$ cat config.mk
export PLATFORM = sky130hd
export DESIGN_NAME = add32_seq_ctrl
export DESIGN_NICKNAME = d
export VERILOG_FILES = /design/src/rtl/add32_seq_ctrl.sv
export SDC_FILE = /design/constraint.sdc
export NUM_CORES = 1
export LEC_CHECK = 0
export ABC_CLOCK_PERIOD_IN_PS = 5700
export CAP_MARGIN = 20
export CORE_MARGIN = 2
export CORE_UTILIZATION = 30
export CTS_CLUSTER_DIAMETER = 100
export DETAILED_ROUTE_END_ITERATION = 7
export PLACE_DENSITY_LB_ADDON = 0.3
export REMOVE_ABC_BUFFERS = 1
export SLEW_MARGIN = 20
export SYNTH_ARGS = -nofsm -noshare
export SYNTH_HDL_FRONTEND = slang
export SYNTH_SLANG_ARGS = --single-unit
$ cat constraint.sdc
create_clock -name clk_i -period 5.7 [get_ports clk_i]
set_input_delay 1.14 -clock clk_i [delete_from_list [all_inputs] [get_ports clk_i]]
set_output_delay 1.14 -clock clk_i [all_outputs]
set_load 0.005 [all_outputs]
$ cat src/rtl/add32_seq_ctrl.sv
// add32_seq_ctrl
//   Sequences a W-bit add (or subtract) through one shared 4-bit
//   carry-lookahead slice, one nibble per clock, LS nibble first.
//   Operands are latched on an accepted start. The inter-nibble carry is
//   formed from the slice's group generate/propagate. The result is
//   assembled nibble by nibble.
//
//   Optional feature macro: ADD32_SUB_EN
//     defined   : sub=1 at accept computes A-B (B' = ~b, carry-in forced to 1)
//     undefined : sub is ignored, B' = b, carry-in = cin
//
// Ports
//   clk_i, rst_i        clock; synchronous active-high reset
//   start_i             request, accepted while busy_o=0
//   a_i, b_i            operands, sampled on the accepting edge
//   cin_i, sub_i        carry-in / subtract request, sampled on the accepting edge
//   busy_o              high while the slice is being sequenced (RUN)
//   done_o              one-cycle pulse: result_o/cout_o/overflow_o are valid
//   result_o            sum, held until the next accepted start
//   cout_o, overflow_o  carry out of the MSB / two's-complement overflow
//   slice_c0_o          slice carry-in
//   slice_ai_o          slice operand A nibble
//   slice_bi_o          slice operand B nibble
//   slice_s_i           slice sum
//   slice_gg_i          slice group generate
//   slice_gp_i          slice group propagate
//
// state | meaning
// ------+----------------------------------------------------------
// IDLE  | waiting for start
// RUN   | driving nibble k_q into the slice, capturing its sum
// DONE  | result valid for one cycle; a start here is accepted

module add32_seq_ctrl #(
  parameter int NIBBLES = 8
) (
  input  logic                   clk_i,
  input  logic                   rst_i,
  input  logic                   start_i,
  input  logic [4*NIBBLES-1:0]   a_i,
  input  logic [4*NIBBLES-1:0]   b_i,
  input  logic                   cin_i,
  input  logic                   sub_i,
  output logic                   busy_o,
  output logic                   done_o,
  output logic [4*NIBBLES-1:0]   result_o,
  output logic                   cout_o,
  output logic                   overflow_o,
  output logic                   slice_c0_o,
  output logic [3:0]             slice_ai_o,
  output logic [3:0]             slice_bi_o,
  input  logic [3:0]             slice_s_i,
  input  logic                   slice_gg_i,
  input  logic                   slice_gp_i
);

  localparam int W  = 4 * NIBBLES;
  localparam int KW = (NIBBLES > 1) ? $clog2(NIBBLES) : 1;

  localparam logic [1:0] ST_IDLE = 2'd0;
  localparam logic [1:0] ST_RUN  = 2'd1;
  localparam logic [1:0] ST_DONE = 2'd2;

  logic [1:0]    state_q, state_d;
  logic [KW-1:0] k_q, k_d;
  logic [W-1:0]  a_q, a_d;
  logic [W-1:0]  b_q, b_d;
  logic          carry_q, carry_d;
  logic [W-1:0]  result_q, result_d;
  logic          cout_q, cout_d;
  logic          ovf_q, ovf_d;

  logic          accept;
  logic          last_nib;
  logic          carry_nxt;
  logic [3:0]    nib_a, nib_b;
  logic [W-1:0]  b_eff;
  logic          cin_eff;

`ifdef ADD32_SUB_EN
  assign b_eff   = sub_i ? ~b_i : b_i;
  assign cin_eff = sub_i ? 1'b1 : cin_i;
`else
  logic sub_unused;
  assign sub_unused = sub_i;
  assign b_eff      = b_i;
  assign cin_eff    = cin_i;
`endif

  // A start is only taken outside RUN, so an in-flight operation is never disturbed.
  assign accept    = start_i && (state_q != ST_RUN);
  assign last_nib  = (k_q == KW'(NIBBLES - 1));
  assign carry_nxt = slice_gg_i | (slice_gp_i & carry_q);

  always_comb begin
    nib_a = 4'h0;
    nib_b = 4'h0;
    for (int i = 0; i < NIBBLES; i++) begin
      if (k_q == KW'(i)) begin
        nib_a = a_q[4*i +: 4];
        nib_b = b_q[4*i +: 4];
      end
    end
  end

  always_comb begin
    state_d  = state_q;
    k_d      = k_q;
    a_d      = a_q;
    b_d      = b_q;
    carry_d  = carry_q;
    result_d = result_q;
    cout_d   = cout_q;
    ovf_d    = ovf_q;
    case (state_q)
      ST_IDLE, ST_DONE: begin
        if (accept) begin
          a_d     = a_i;
          b_d     = b_eff;
          carry_d = cin_eff;
          k_d     = '0;
          state_d = ST_RUN;
        end else if (state_q == ST_DONE) begin
          state_d = ST_IDLE;
        end
      end
      ST_RUN: begin
        for (int i = 0; i < NIBBLES; i++) begin
          if (k_q == KW'(i)) result_d[4*i +: 4] = slice_s_i;
        end
        carry_d = carry_nxt;
        if (last_nib) begin
          // Final nibble: its slice sum bit 3 is the result sign.
          state_d = ST_DONE;
          cout_d  = carry_nxt;
          ovf_d   = (a_q[W-1] == b_q[W-1]) && (slice_s_i[3] != a_q[W-1]);
        end else begin
          k_d = k_q + KW'(1);
        end
      end
      default: state_d = ST_IDLE;
    endcase
  end

  always_ff @(posedge clk_i) begin
    if (rst_i) begin
      state_q  <= ST_IDLE;
      k_q      <= '0;
      a_q      <= '0;
      b_q      <= '0;
      carry_q  <= 1'b0;
      result_q <= '0;
      cout_q   <= 1'b0;
      ovf_q    <= 1'b0;
    end else begin
      state_q  <= state_d;
      k_q      <= k_d;
      a_q      <= a_d;
      b_q      <= b_d;
      carry_q  <= carry_d;
      result_q <= result_d;
      cout_q   <= cout_d;
      ovf_q    <= ovf_d;
    end
  end

  assign busy_o     = (state_q == ST_RUN);
  assign done_o     = (state_q == ST_DONE);
  assign result_o   = result_q;
  assign cout_o     = cout_q;
  assign overflow_o = ovf_q;
  assign slice_c0_o = busy_o ? carry_q : 1'b0;
  assign slice_ai_o = busy_o ? nib_a : 4'h0;
  assign slice_bi_o = busy_o ? nib_b : 4'h0;

endmodule
==> impl_metrics.tcl <==
set metrics [dict create \
    final_area_um2 6000 \
    grt_overflow_total 0 \
    dp_slack_ns 1.52 \
    synth_area_leaders "dfxtp_1, nand2_1, a21oi_1, mux2i_1, nor2_1" \
    critPathRequiredTime_ns 4.56 \
    num_antenna_cells 0 \
    cts_sinks 104 \
    grtUsageTotal 0.164 \
    cp-start-kind "flip-flop" \
    min_period_ns 4.58 \
    cts_max_level 3 \
    place.detailed.hpwl_um 8510 \
    syn2layout_area_growth_pct 34.6 \
    powerDensity_nw_per_um2 274 \
    finalHoldViolCount 0 \
    drc 0 \
    p_total_mw 1.64 \
    finalCritPeriodShare 0.803 \
    p_leak_nw 2.20 \
    clockBufferDepth 2 \
    cts_resized 0 \
    finClkSkew_ns 0.00606 \
    syn_area_per_cell_um2 8.01 \
    slew_headroom 0.302 \
    io_pins 120 \
    tightest_slew_ns 1.05 \
    numCtsBuffers 9 \
    die_y_um 126 \
    endpoint_kind "output port" \
    numPortBuffers 118 \
    cts_tree "built" \
    cts_root_buf "clkbuf_16" \
    wl_per_cell_um 15.4 \
    fmax_ghz 0.218 \
    rsz0062_at_grt "false" \
    synthCells 557 \
    placed_cell_area_um2 5690 \
    status "finished clean" \
    gp_congestion 0.746 \
    die_area_um2 15900 \
    core_area_um2 14500 \
    yosys_register_bits 104 \
    floorplan.initialDensity 0.307 \
    grt_pass1_wl_um 20800 \
    hold_class "flip-flop to flip-flop" \
    drt-pass1-iter-count 5 \
    route.vias.total 4129 \
    viasPerCell 4.97 \
    final_cells 830 \
    fin_tns_setup_ns 0 \
    crit_arrival_ns 3.44 \
    synth_top_area_frac 0.467 \
    dp_cells 814 \
    ctsHoldBuffers 0 \
    die_w_um 126 \
    cts.clk_slew.worst_paths_ns 0.07 \
    path_class "flip-flop to output port" \
    grt_max_degree 105 \
    synth.distinct_cells 36 \
    wirelength_um 12700 \
    final_util 0.413 \
    post_cts.repair.setup_buffers 0 \
    drive_above_1_share 0.0480 \
    hold_slack_ns 0.453 \
    drv_cap 0 \
    antenna_found_initial 0 \
    grt_pass1_vias 4130 \
    mappedNetlistArea_um2 4460 \
    antenna_left 0 \
    cp_max_fo 17 \
    rows 44 \
    yosys.area.top_type "dfxtp_1" \
    irDropWorstVdd_mv 0.140 \
    setup_viol 0 \
    fin_ws_ns 1.12 \
    yosys_warnings 0 \
    first_iter_violations 251 \
    slew_viol_final 0 \
    final_nets 722 \
    yosysSeqAreaShare 0.467 \
    worstSkewPairLatency_ns 0.35 \
]
==> cell type report <==
type / count / area, um^2
inverter: 21 / 78.8
clock buffer: 11 / 253
tap: 184 / 230
timing repair buffer: 123 / 1220
sequential: 104 / 2080
multi-input combinational: 382 / 2080
fill: 1496 / 8530
clock inverter: 5 / 63.8
==> cell usage in the layout, fill, tap and decap left out, types with 3 or more instances in the layout <==
cell type / netlist / routed
nand2_1: 151 / 151
clkdlybuf4s50_1: 0 / 117
dfxtp_1: 104 / 104
a21oi_1: 75 / 75
nor2_1: 32 / 32
mux2i_1: 24 / 24
inv_1: 19 / 19
a22oi_1: 9 / 9
a31oi_1: 9 / 9
clkbuf_16: 0 / 9
a221oi_1: 8 / 8
o21ai_0: 8 / 8
a211o_1: 8 / 8
o21ai_1: 8 / 8
a221o_1: 8 / 8
a32o_1: 8 / 8
nand3_1: 6 / 6
ha_1: 6 / 6
buf_4: 2 / 6
nor3_1: 3 / 3
==> report_power, final <==
part	internal, mW	switching, mW	total (mW)
clock	0.368	0.281	0.649
combinational	0.105	0.112	0.217
sequential	0.759	0.0189	0.777
total	1.23	0.413	1.64
==> cell families (layout without fill, tap and decap cells) <==
group | Yosys count | in the layout | share of synthesized area
simple gates | 208 | 208 | 0.191
compound gates | 144 | 144 | 0.203
flops | 104 | 104 | 0.467
buf+inv | 71 | 160 | 0.0690
mux | 24 | 24 | 0.0539
fa+ha+maj | 6 | 6 | 0.0168
==> flip-flops by register name, indices dropped and copies added, names as in the netlist <==
name,flops
a_q,32
b_q,32
carry_q,1
cout_o,1
k_q,3
overflow_o,1
result_o,32
state_q,2
==> cells in the mapped netlist, drive strengths merged <==
library cell,n
a32o,8
ha,6
clkbuf,25
mux2i,24
a22oi,9
nor3,4
nor3b,1
a221o,8
o211ai,1
a31oi,9
inv,21
nand3b,1
and2,2
a221oi,8
a211o,8
nand3,8
and3,2
nor2b,3
a211oi,1
a21oi,75
dfxtp,104
a311oi,1
nand2,151
o21ai,16
or3b,1
nand2b,3
nor2,32
buf,25
==> critical path, stage by stage, from the launching register on <==
cell             delay (ns)
dfxtp_1                0.77
inv_1                  0.16
ha_1                   0.48
nor2_1                 0.60
o21ai_0                0.22
o21ai_1                0.18
a32o_1                 0.16
clkdlybuf4s50_1        0.51
==> per-layer routing <==
metal | track usage | share of wire | vias up
met2 | 0.272 | 0.48 | 116
met3 | 0.0480 | 0.058 | 16
met5 | 0 | 0 | -
met4 | 0.0575 | 0.020 | 0
li1 | - | - | 2051
met1 | 0.202 | 0.44 | 1946
==> worst paths after layout <==
path                            slack, ns                  from  cells after the start                   end
worst max register to register       3.12   k_q[2]$_SDFFE_PP0P_                      4   k_q[1]$_SDFFE_PP0P_
worst min register to register       0.45  b_q[10]$_SDFFE_PP0P_                      2  b_q[10]$_SDFFE_PP0P_
worst min-delay path                 0.45  b_q[10]$_SDFFE_PP0P_                      2  b_q[10]$_SDFFE_PP0P_
worst max-delay path                 1.12   k_q[2]$_SDFFE_PP0P_                      7         slice_ai_o[0]
(Power assumes the default switching activity.)
